<file path="src/rtl/pulse_gen_multi.sv">
// Multi-channel pulse generator: NCH independent one-shot/periodic channels.
// Optional restart-while-busy behaviour enabled by PULSE_GEN_RETRIGGER_EN.
module pulse_gen_multi #(
  parameter int NCH   = 4,
  parameter int CNT_W = 8
) (
  input  logic                 clock,
  input  logic                 reset_n,
  input  logic [NCH-1:0]       start,
  input  logic [NCH-1:0]       stop,
  input  logic [NCH-1:0]       mode,
  input  logic [NCH*CNT_W-1:0] width,
  input  logic [NCH*CNT_W-1:0] period,
  output logic [NCH-1:0]       pulse,
  output logic [NCH-1:0]       busy,
  output logic [NCH-1:0]       done
);

  typedef enum logic [1:0] {
    IDLE,
    HIGH,
    LOW
  } state_t;

  localparam logic [CNT_W-1:0] ONE = CNT_W'(1);

  for (genvar i = 0; i < NCH; i++) begin : g_ch
    state_t           state;
    logic [CNT_W-1:0] cnt;
    logic [CNT_W-1:0] w_q;
    logic [CNT_W-1:0] p_q;
    logic             m_q;
    logic             pulse_q;
    logic             busy_q;
    logic             done_q;
    logic [CNT_W-1:0] w_in;
    logic [CNT_W-1:0] p_in;
    logic [CNT_W-1:0] low_len;
    logic             go;
    logic             trig;

    assign w_in = width[i*CNT_W +: CNT_W];
    assign p_in = period[i*CNT_W +: CNT_W];
    assign go   = start[i] & ~stop[i] & (w_in != '0);

`ifdef PULSE_GEN_RETRIGGER_EN
    assign trig = go;
`else
    assign trig = go & (state == IDLE);
`endif

    // Gap after the high phase; at least one cycle so the pulse toggles.
    assign low_len = (p_q > w_q) ? (p_q - w_q) : ONE;

    // Channel FSM with registered pulse/busy/done.
    always_ff @(posedge clock or negedge reset_n) begin
      if (!reset_n) begin
        state   <= IDLE;
        cnt     <= '0;
        w_q     <= '0;
        p_q     <= '0;
        m_q     <= 1'b0;
        pulse_q <= 1'b0;
        busy_q  <= 1'b0;
        done_q  <= 1'b0;
      end else begin
        done_q <= 1'b0;
        if (stop[i]) begin
          state   <= IDLE;
          cnt     <= '0;
          pulse_q <= 1'b0;
          busy_q  <= 1'b0;
        end else if (trig) begin
          w_q     <= w_in;
          p_q     <= p_in;
          m_q     <= mode[i];
          cnt     <= w_in;
          state   <= HIGH;
          pulse_q <= 1'b1;
          busy_q  <= 1'b1;
        end else begin
          unique case (state)
            IDLE: begin
              cnt <= '0;
            end
            HIGH: begin
              if (cnt == ONE) begin
                pulse_q <= 1'b0;
                if (m_q) begin
                  state <= LOW;
                  cnt   <= low_len;
                end else begin
                  state  <= IDLE;
                  cnt    <= '0;
                  busy_q <= 1'b0;
                  done_q <= 1'b1;
                end
              end else begin
                cnt <= cnt - ONE;
              end
            end
            LOW: begin
              if (cnt == ONE) begin
                state   <= HIGH;
                cnt     <= w_q;
                pulse_q <= 1'b1;
              end else begin
                cnt <= cnt - ONE;
              end
            end
            default: begin
              state   <= IDLE;
              cnt     <= '0;
              pulse_q <= 1'b0;
              busy_q  <= 1'b0;
            end
          endcase
        end
      end
    end

    assign pulse[i] = pulse_q;
    assign busy[i]  = busy_q;
    assign done[i]  = done_q;
  end

endmodule

</file>
<file path="config.mk">
export PLATFORM = sky130hd
export DESIGN_NAME = pulse_gen_multi
export DESIGN_NICKNAME = d
export VERILOG_FILES = /design/src/rtl/pulse_gen_multi.sv
export SDC_FILE = /design/constraint.sdc
export NUM_CORES = 1
export LEC_CHECK = 0
export ABC_AREA = 1
export ABC_CLOCK_PERIOD_IN_PS = 3700
export BUFFER_PORTS_ARGS = -buffer_cell sky130_fd_sc_hd__buf_2
export CAP_MARGIN = 5
export CORE_ASPECT_RATIO = 0.6
export CORE_UTILIZATION = 64
export CTS_CLUSTER_SIZE = 40
export DETAILED_ROUTE_END_ITERATION = 10
export PLACE_DENSITY_LB_ADDON = 0.25
export SLEW_MARGIN = 15
export SYNTH_ARGS = -nofsm -noshare
export SYNTH_HDL_FRONTEND = slang
export SYNTH_SLANG_ARGS = --single-unit
</file>
<file path="constraint.sdc">
create_clock -name clock -period 3.7 [get_ports clock]
set_input_delay 0.555 -clock clock [delete_from_list [all_inputs] [get_ports clock]]
set_output_delay 0.555 -clock clock [all_outputs]
set_load 0.02 [all_outputs]
</file>
# Word-level counts from Yosys, hierarchy flattened
# Cells that the tools add are included.
# totals
reg_bits	120
out_inout_bits	12
wordCells	228
# classes
addsub	8
n_lt_le_gt_ge	4
eq_ne	32
n_mux	112
n_bitwise	16
n_reduce_logical	24
# ops
cell	count
$mux W8	24
$pmux W8 S2	4
$mux W1	52
$ne A4 B4 Y1 const B	12
$mux W2	20
$eq A8 B1 Y1 const B	4
$gt A8 B8 Y1	4
$reduce_bool A8 Y1	4
$sub A8 B1 Y8 const B	4
$sub A8 B8 Y8	4
$pmux W2 S3	4
$reduce_and A3 Y1	8
$and A1 B1 Y1	12
$ne A3 B1 Y1 const B	4
$ne A3 B3 Y1 const B	4
$pmux W1 S3	4
$eq A2 B1 Y1 const B	4
$eq A2 B2 Y1 const B	4
$logic_not A2 Y1	4
$pmux W1 S2	4
$reduce_and A2 Y1	4
$reduce_or A2 Y1	4
$not A1 Y1	4

# Longest topological paths before layout
# Gate-level depths: netlist of the first run.
# logic_depth
ltp_word	7
depth_mapped	16
depth_no_buf	16

# Worst setup path after synthesis of the first run
# No wires, ideal clock.
# synth_timing
path_type	reg-to-reg
from	register g_ch[0].p_q[0]
to	register g_ch[0].cnt[6]
setup_ns	0.117
t_arrival_ns	1.624
required_ns	3.583
slack_ns	1.960
path_stages_with_launch	17
path_buffers	0
synth_period_minus_slack_ns	1.740
cell_sequence	dfrtp_1 -> inv_1 -> ha_1 -> inv_1 -> fa_1 -> nand2_1 -> nand2_1 -> nand3_1 -> nand2_1 -> nand2_2 -> nor2_1 -> nand2_1 -> nand2_1 -> nand2_1 -> nand2_1 -> nand2_1 -> nand2_1
# synth_via
elab_chain_cells	7
word_cells_on_any_way	8
# synth_lines
item	line	rtl
start, declared	31	logic [CNT_W-1:0] p_q;
start signal, assigned	75	p_q <= p_in;
$sub A8 B8 Y8 / $gt A8 B8 Y1 (equally long branches)	53	assign low_len = (p_q > w_q) ? (p_q - w_q) : ONE;
$mux W8 (*)	53	
$mux W8 (*)	89	if (m_q) begin
$mux W8 (*)	87	if (cnt == ONE) begin
$pmux W8 S2 (*)	82	unique case (state)
$mux W8 (*)	73	end else if (trig) begin
$mux W8 (*)	68	if (stop[i]) begin
end signal, assigned	77	cnt <= w_in;
end signal, assigned	91	cnt <= low_len;
end signal, assigned	99	cnt <= cnt - ONE;
end, declared	29	logic [CNT_W-1:0] cnt;
# Every way passes the cells marked *; elsewhere a longest branch is shown, timed or not.
# A chain may end at the register's enable or synchronous reset.

# Worst setup path after layout of the first run
# layout_timing
from	register g_ch[0].state[0]
to	register g_ch[0].w_q[0]
# layout_via
elab_chain_cells	3
# layout_lines
item	line	rtl
start, declared	28	state_t state;
start signal, assigned	58	state <= IDLE;
start signal, assigned	69	state <= IDLE;
start signal, assigned	78	state <= HIGH;
$logic_not A2 Y1	49	assign trig = go & (state == IDLE);
$and A1 B1 Y1	49	
$reduce_and A2 Y1 (no line)	n/a	
end signal, assigned	74	w_q <= w_in;
end, declared	30	logic [CNT_W-1:0] w_q;
# No other way between the ends.

==> impl_metrics.env, run 1 <==
export IMPL_cts_buffers_inserted=17
export IMPL_async_flop_share_pct=100
export IMPL_grt_max_degree=79
export IMPL_stdcell_area_um2=8930
export IMPL_drc=0
export IMPL_met1_length_um=8750
export IMPL_synth_top_flop_cell="dfrtp_1"
export IMPL_place_inst=1279
export IMPL_num_nets_final=1277
export IMPL_layout_common_cells="341 x nand2_1, 131 x inv_1, 117 x dfrtp_1, 88 x buf_2, 70 x a21oi_1"
export IMPL_synth_seq_cells=117
export IMPL_postPlaceCellArea_um2=8310
export IMPL_clock_latency_ns=0.42
export IMPL_syn2layout_area_growth_pct=14.4
export IMPL_grt_pass1_vias=6435
export IMPL_synth_area_um2=7810
export IMPL_crit_type="flip-flop to flip-flop"
export IMPL_dr_wl_met2_um=7850
export IMPL_muxShareOfSynthArea_pct=1.01
export IMPL_fmax_ghz=0.450
export IMPL_num_vias=7048
export IMPL_p_comb_share_pct=39.2
export IMPL_seqPwrFrac_pct=30.2
export IMPL_fin_util_pct=77.0
export IMPL_clock_path_buffers=2
export IMPL_required_ns=4.00
export IMPL_path_clk_slew_ns=0.06
export IMPL_cp_slowest_stage_delay_ns=0.59
export IMPL_maxCapViolations=0
export IMPL_crit_top_cell="nand2_1"
export IMPL_stdcell_count=1311
export IMPL_initial_core_util_pct=67.3
export IMPL_fin_worst_skew_ns=0.00889
export IMPL_pin_count=90
export IMPL_p_int_uw=3450
export IMPL_path_cells="inv_1 -> ha_1 -> nand3_1 -> nor2_2 -> buf_4 -> clkinv_1 -> nand2_1 -> nand2_1"
export IMPL_synthSimpleGateAreaFrac_pct=28.8
export IMPL_ys_seq_area_share_pct=37.5
export IMPL_wl_met3_um=1340
export IMPL_io_buffers=89
export IMPL_p_switching_uw=2170
export IMPL_synthCells=1055
export IMPL_placementRows=30
export IMPL_die_w_um=145
export IMPL_finalHoldViolCount=0
export IMPL_hold_slack_ns=0.302
export IMPL_root_buffer="clkbuf_16"
export IMPL_dr_pass1_iters=5
export IMPL_hp_class="input pin to asynchronous set/reset pin"
export IMPL_grt_pass1_wl_um=30200
export IMPL_status="finished clean"
export IMPL_worst_setup_path_start_kind="flip-flop"
export IMPL_tritoncts="built"
export IMPL_cp_slowest_cell="nor2_2"
export IMPL_vdd_drop_max_uv=296
export IMPL_place_hpwl_um=13400
export IMPL_layout_commonest_cell="nand2_1"
export IMPL_ys_types=42
export IMPL_fin_crit_sh_pct=60.0
export IMPL_grt_overflow_total=0
export IMPL_seqCellArea_um2=2930
export IMPL_synth_nets=1194
export IMPL_die_y_um=87.6
export IMPL_synth_xor_area_share_pct=2.24
export IMPL_dieArea_um2=12700
export IMPL_multiInputGateArea_um2=4180
export IMPL_fin_setup_tns_ns=0
export IMPL_wl_per_cell_um=13.9
export IMPL_highest_layer="met4"
export IMPL_ctsHtreeMaxLevel=4
export IMPL_leakagePower_uw=0.00479
export IMPL_power_frac_clock_pct=30.7
export IMPL_cts_sinks=117
export IMPL_synthAdderAreaFrac_pct=10.2
export IMPL_viasPerCell=5.38
export IMPL_switching_share_pct=38.6
export IMPL_synth_avg_cell_area_um2=7.40
export IMPL_holdBufCountCts=0
export IMPL_setup_violations_final=0
export IMPL_core_um2=11600
export IMPL_slew_headroom_pct=31.4
export IMPL_finalMaxSlewViolations=0
export IMPL_antenna_found_initial=0
export IMPL_path_max_fanout=20
export IMPL_fill_cells=853
export IMPL_p_per_area_nw_per_um2=629
export IMPL_drt_total_wl_um=18200
export IMPL_dr_first_iter_drc_count=462
export IMPL_grt_usage_pct=31.0
export IMPL_synth_edff_count=0
export IMPL_ys_warn_count=0
export IMPL_synth_top_family_by_area="simple AND/OR/NAND/NOR gates"
export IMPL_arrival_ns=2.52
export IMPL_cts_setup_buffers=0
export IMPL_globalplace_congestion=0.916
export IMPL_cp_end_kind="flip-flop"
export IMPL_antennaDiodeCount=0
export IMPL_rsz0062_at_grt="no"
export IMPL_final_antenna_net_count=0
export IMPL_layout_drive_gt1_share_pct=16.2
export IMPL_fin_crit_ns=2.22
export IMPL_cts_resized_gates=0
export IMPL_worst_slew_pin_slew_ns=1.03
export IMPL_synth_compound_area_share_pct=11.3
[sequential cells by signal, summed over array words and instances, names as in the netlist]
signal,flops
g_ch.busy_q,4
g_ch.cnt,32
g_ch.done_q,4
g_ch.m_q,4
g_ch.p_q,32
g_ch.pulse_q,3
g_ch.state,6
g_ch.w_q,32
[kinds of logic after synthesis]
kind of cell / after synthesis
AO/OA/AOI/OAI: 166
XOR/XNOR: 20
adder cells (fa/ha/maj): 61
buffers and inverters: 168
flip-flops: 117
multiplexers: 7
AND/OR/NAND/NOR: 516
[routing by layer]
metal,track usage (%),up-vias
met3,5.80,28
li1,-,3524
met5,0,-
met4,7.94,0
met2,47.2,259
met1,45.5,3237
[synthesized netlist by cell type, types with 2 or more instances]
master	n	area, um2
fa_1	4	80.1
nand2_4	2	22.5
a31oi_1	5	31.3
nand3_2	2	20.0
buf_4	15	113
nor3_1	7	35.0
nand3_1	49	245
nor3_4	2	32.5
nor2_4	7	78.8
mux2_2	7	78.8
clkinv_1	2	7.51
o211ai_1	2	15.0
a21oi_1	70	350
inv_1	131	492
nand2_1	341	1280
nand3b_1	4	30.0
xor2_1	16	140
inv_2	7	26.3
clkbuf_1	3	11.3
xnor2_1	4	35.0
ha_1	57	713
o21a_1	2	15.0
nand2_2	7	43.8
a21boi_0	3	22.5
nor2_1	66	248
o22ai_1	2	12.5
o21ai_0	60	300
nand4_1	4	25.0
o21ai_1	16	80.1
buf_2	9	45.0
nor2_2	13	81.3
dfrtp_1	117	2930
o21ai_2	3	26.3
or2_2	8	50.1
[through the flow]
| step | setup slack [ns] | power (uW) |
|---|---|---|
| after global routing | 1.28 | 6020 |
| after global placement | 1.47 | 3770 |
| final | 1.48 | 5620 |
| after detailed placement | 1.36 | 3840 |
| after CTS | 1.47 | 5600 |
| after floorplan | 1.96 | 3360 |
[critical path: cells and delay by family, from the launching register on]
family        cells  cell delay, ns
fa+ha+maj         1            0.20
buf+inv           3            0.66
flops             1            0.40
simple gates      4            0.84
[final cells by class]
cell class | instances | share of cell area [%]
Multi-Input combinational cell | 770 | 46.8
Sequential cell | 117 | 32.8
Clock inverter | 12 | 1.70
Inverter | 140 | 5.88
Timing Repair Buffer | 92 | 5.41
Clock buffer | 20 | 5.23
Tap cell | 160 | 2.24
[power groups by stage]
| stage | clock network, uW | logic, uW | registers [uW] |
|---|---|---|---|
| after floorplan | 0 | 1700 | 1660 |
| after global placement | 0 | 2070 | 1700 |
| after detailed placement | 0 | 2130 | 1710 |
| after CTS | 1730 | 2180 | 1690 |
| after global routing | 1800 | 2490 | 1730 |
| final | 1720 | 2200 | 1690 |
[final timing paths]
check                                              from  slack, ns  depth (start not counted)                    endpoint
setup reg to reg           g_ch[0].state[0]$_DFFE_PN0P_       1.48                          8  g_ch[0].w_q[0]$_DFFE_PN0P_
hold reg to reg              g_ch[0].p_q[4]$_DFFE_PN0P_       0.48                          2  g_ch[0].p_q[4]$_DFFE_PN0P_
max in group asynchronous                       reset_n       2.63                          2  g_ch[3].w_q[7]$_DFFE_PN0P_
setup / recovery           g_ch[0].state[0]$_DFFE_PN0P_       1.48                          8  g_ch[0].w_q[0]$_DFFE_PN0P_
hold / removal                                  reset_n       0.30                          1  g_ch[2].p_q[5]$_DFFE_PN0P_
min in group clock                            period[2]       0.33                          3  g_ch[0].p_q[2]$_DFFE_PN0P_
(Power assumes the default switching activity.)
==> run 2, diff against run 1 <==
--- a/config.mk
+++ b/config.mk
@@ -6,11 +6,11 @@
 export NUM_CORES = 1
 export LEC_CHECK = 0
 export ABC_AREA = 1
-export ABC_CLOCK_PERIOD_IN_PS = 3700
+export ABC_CLOCK_PERIOD_IN_PS = 2300
 export BUFFER_PORTS_ARGS = -buffer_cell sky130_fd_sc_hd__buf_2
 export CAP_MARGIN = 5
 export CORE_ASPECT_RATIO = 0.6
-export CORE_UTILIZATION = 64
+export CORE_UTILIZATION = 60
 export CTS_CLUSTER_SIZE = 40
 export DETAILED_ROUTE_END_ITERATION = 10
 export PLACE_DENSITY_LB_ADDON = 0.25
==> constraint.sdc (replaced) <==
create_clock -name clock -period 2.3 [get_ports clock]
set_input_delay 0.345 -clock clock [delete_from_list [all_inputs] [get_ports clock]]
set_output_delay 0.345 -clock clock [all_outputs]
set_load 0.02 [all_outputs]
==> run 2 against run 1 <==
Net effect:
- global-route usage fell by 0.85 points
- largest power group unchanged
- critical path type unchanged
- design area is 1.1% higher
- power up 61%
- largest cell class unchanged
- clock skew is 0.0059 ns higher
- non-clock buffer count up 11
- sequential power up 62%
- sequential share of layout area shrank 0.35 points
- highest routed layer unchanged
- cell count up 1.2%
==> impl_metrics.env, run 2 (synthesis gave the netlist of run 1 again) <==
export IMPL_worst_setup_path_start_kind="flip-flop"
export IMPL_die_w_um=149
export IMPL_layout_drive_gt1_share_pct=16.9
export IMPL_dieArea_um2=13500
export IMPL_path_max_fanout=10
export IMPL_crit_type="flip-flop to flip-flop"
export IMPL_cts_setup_buffers=0
export IMPL_p_per_area_nw_per_um2=1000
export IMPL_post_place_ws_ns=0.412
export IMPL_placementRows=31
export IMPL_met2_usage_pct=44.3
export IMPL_grt_pass1_wl_um=32200
export IMPL_clock_path_buffers=2
export IMPL_syn2layout_area_growth_pct=15.6
export IMPL_grt_max_degree=46
export IMPL_drt_total_wl_um=18500
export IMPL_wl_per_cell_um=13.9
export IMPL_stdcell_area_um2=9030
export IMPL_hold_slack_ns=0.117
export IMPL_leakagePower_uw=0.00485
export IMPL_worst_slew_pin_slew_ns=0.491
export IMPL_io_buffers=89
export IMPL_grt_pass1_vias=6714
export IMPL_cp_end_kind="flip-flop"
export IMPL_slew_headroom_pct=67.2
export IMPL_vdd_drop_max_uv=580
export IMPL_globalplace_congestion=0.937
export IMPL_num_nets_final=1288
export IMPL_use_met1_pct=45.9
export IMPL_fin_crit_sh_pct=85.3
export IMPL_die_y_um=90.4
export IMPL_layout_commonest_cell="nand2_1"
export IMPL_pin_count=90
export IMPL_dr_pass1_iters=5
export IMPL_fin_worst_skew_ns=0.0148
export IMPL_ctsHtreeMaxLevel=4
export IMPL_postPlaceCellArea_um2=8410
export IMPL_setup_violations_final=0
export IMPL_grt_overflow_total=0
export IMPL_dr_first_iter_drc_count=470
export IMPL_drc=0
export IMPL_status="finished clean"
export IMPL_initial_core_util_pct=63.1
export IMPL_antenna_found_initial=0
export IMPL_finalMaxSlewViolations=0
export IMPL_cts_buffers_inserted=17
export IMPL_root_buffer="clkbuf_16"
export IMPL_required_ns=2.58
export IMPL_busiest_layer="met1"
export IMPL_p_total_uw=9020
export IMPL_path_clk_slew_ns=0.06
export IMPL_num_vias=7068
export IMPL_reg_top3="g_ch.cnt: 32 flops, g_ch.p_q: 32 flops, g_ch.w_q: 32 flops"
export IMPL_hp_class="input pin to flip-flop"
export IMPL_final_antenna_net_count=0
export IMPL_place_hpwl_um=13700
export IMPL_fin_crit_ns=1.96
export IMPL_core_um2=12400
export IMPL_fin_setup_tns_ns=0
export IMPL_grt_usage_pct=30.1
export IMPL_viasPerCell=5.33
export IMPL_maxCapViolations=0
export IMPL_arrival_ns=2.25
export IMPL_tritoncts="built"
export IMPL_cts_resized_gates=0
export IMPL_rsz0062_at_grt="no"
export IMPL_met3_usage_pct=5.15
export IMPL_fmax_ghz=0.510
export IMPL_antennaDiodeCount=0
export IMPL_layout_common_cells="341 x nand2_1, 131 x inv_1, 117 x dfrtp_1, 88 x buf_2, 70 x a21oi_1"
export IMPL_finalHoldViolCount=0
export IMPL_clock_latency_ns=0.42
export IMPL_cts_sinks=117
export IMPL_postLayoutSetupSlackWorst_ns=0.339
==> run 2: worst paths after layout <==
| path | from | endpoint | slack (ns) | cells after the start |
|---|---|---|---|---|
| max | g_ch[2].state[0]$_DFFE_PN0P_ | g_ch[2].state[0]$_DFFE_PN0P_ | 0.34 | 7 |
| min | period[27] | g_ch[3].p_q[3]$_DFFE_PN0P_ | 0.12 | 3 |
| max reg2reg | g_ch[2].state[0]$_DFFE_PN0P_ | g_ch[2].state[0]$_DFFE_PN0P_ | 0.34 | 7 |
| min reg2reg | g_ch[0].p_q[2]$_DFFE_PN0P_ | g_ch[0].p_q[2]$_DFFE_PN0P_ | 0.48 | 2 |
| max in group asynchronous | reset_n | g_ch[3].cnt[6]$_DFF_PN0_ | 1.27 | 3 |
| min in group asynchronous | reset_n | g_ch[2].w_q[5]$_DFFE_PN0P_ | 0.42 | 2 |
==> run 2: per-stage QoR <==
stage	utilization, %	cells
floorplan	-	1055
global placement	67.9	1294
detailed placement	67.9	1294
CTS	72.9	1327
global route	72.9	1327
finish	72.9	1327
==> run 2: timing repair <==
action                                  4_1_cts  5_1_grt
hold endpoints to repair                     31        0
hold buffers                                  1        0
endpoints found under the setup margin        0        0
==> run 2: power by group <==
part,switching (uW),internal (uW)
logic,2200,1340
clock network,996,1760
registers,281,2460
==> run 2: cell type report <==
type	instances	area (um2)
well taps	165	206
multi-input cells	770	4180
flip-flops and latches	117	2930
clock buffers	20	457
fillers	1030	3350
repair buffers	103	581
clock inverters	12	154
inverters	140	526
==> run 2: per-layer routing <==
metal,up-vias,share of wire (%)
li1,3542,-
met2,259,42
met5,-,0
met4,0,1.2
met1,3240,50
met3,27,7.2
==> run 2: worst max-delay path, cell delays in order (launching register included) <==
cell,delay [ns]
dfrtp_1,0.42
inv_1,0.12
ha_1,0.42
nor2_1,0.11
nor2_2,0.42
o21ai_2,0.14
o211ai_1,0.10
o21ai_1,0.10
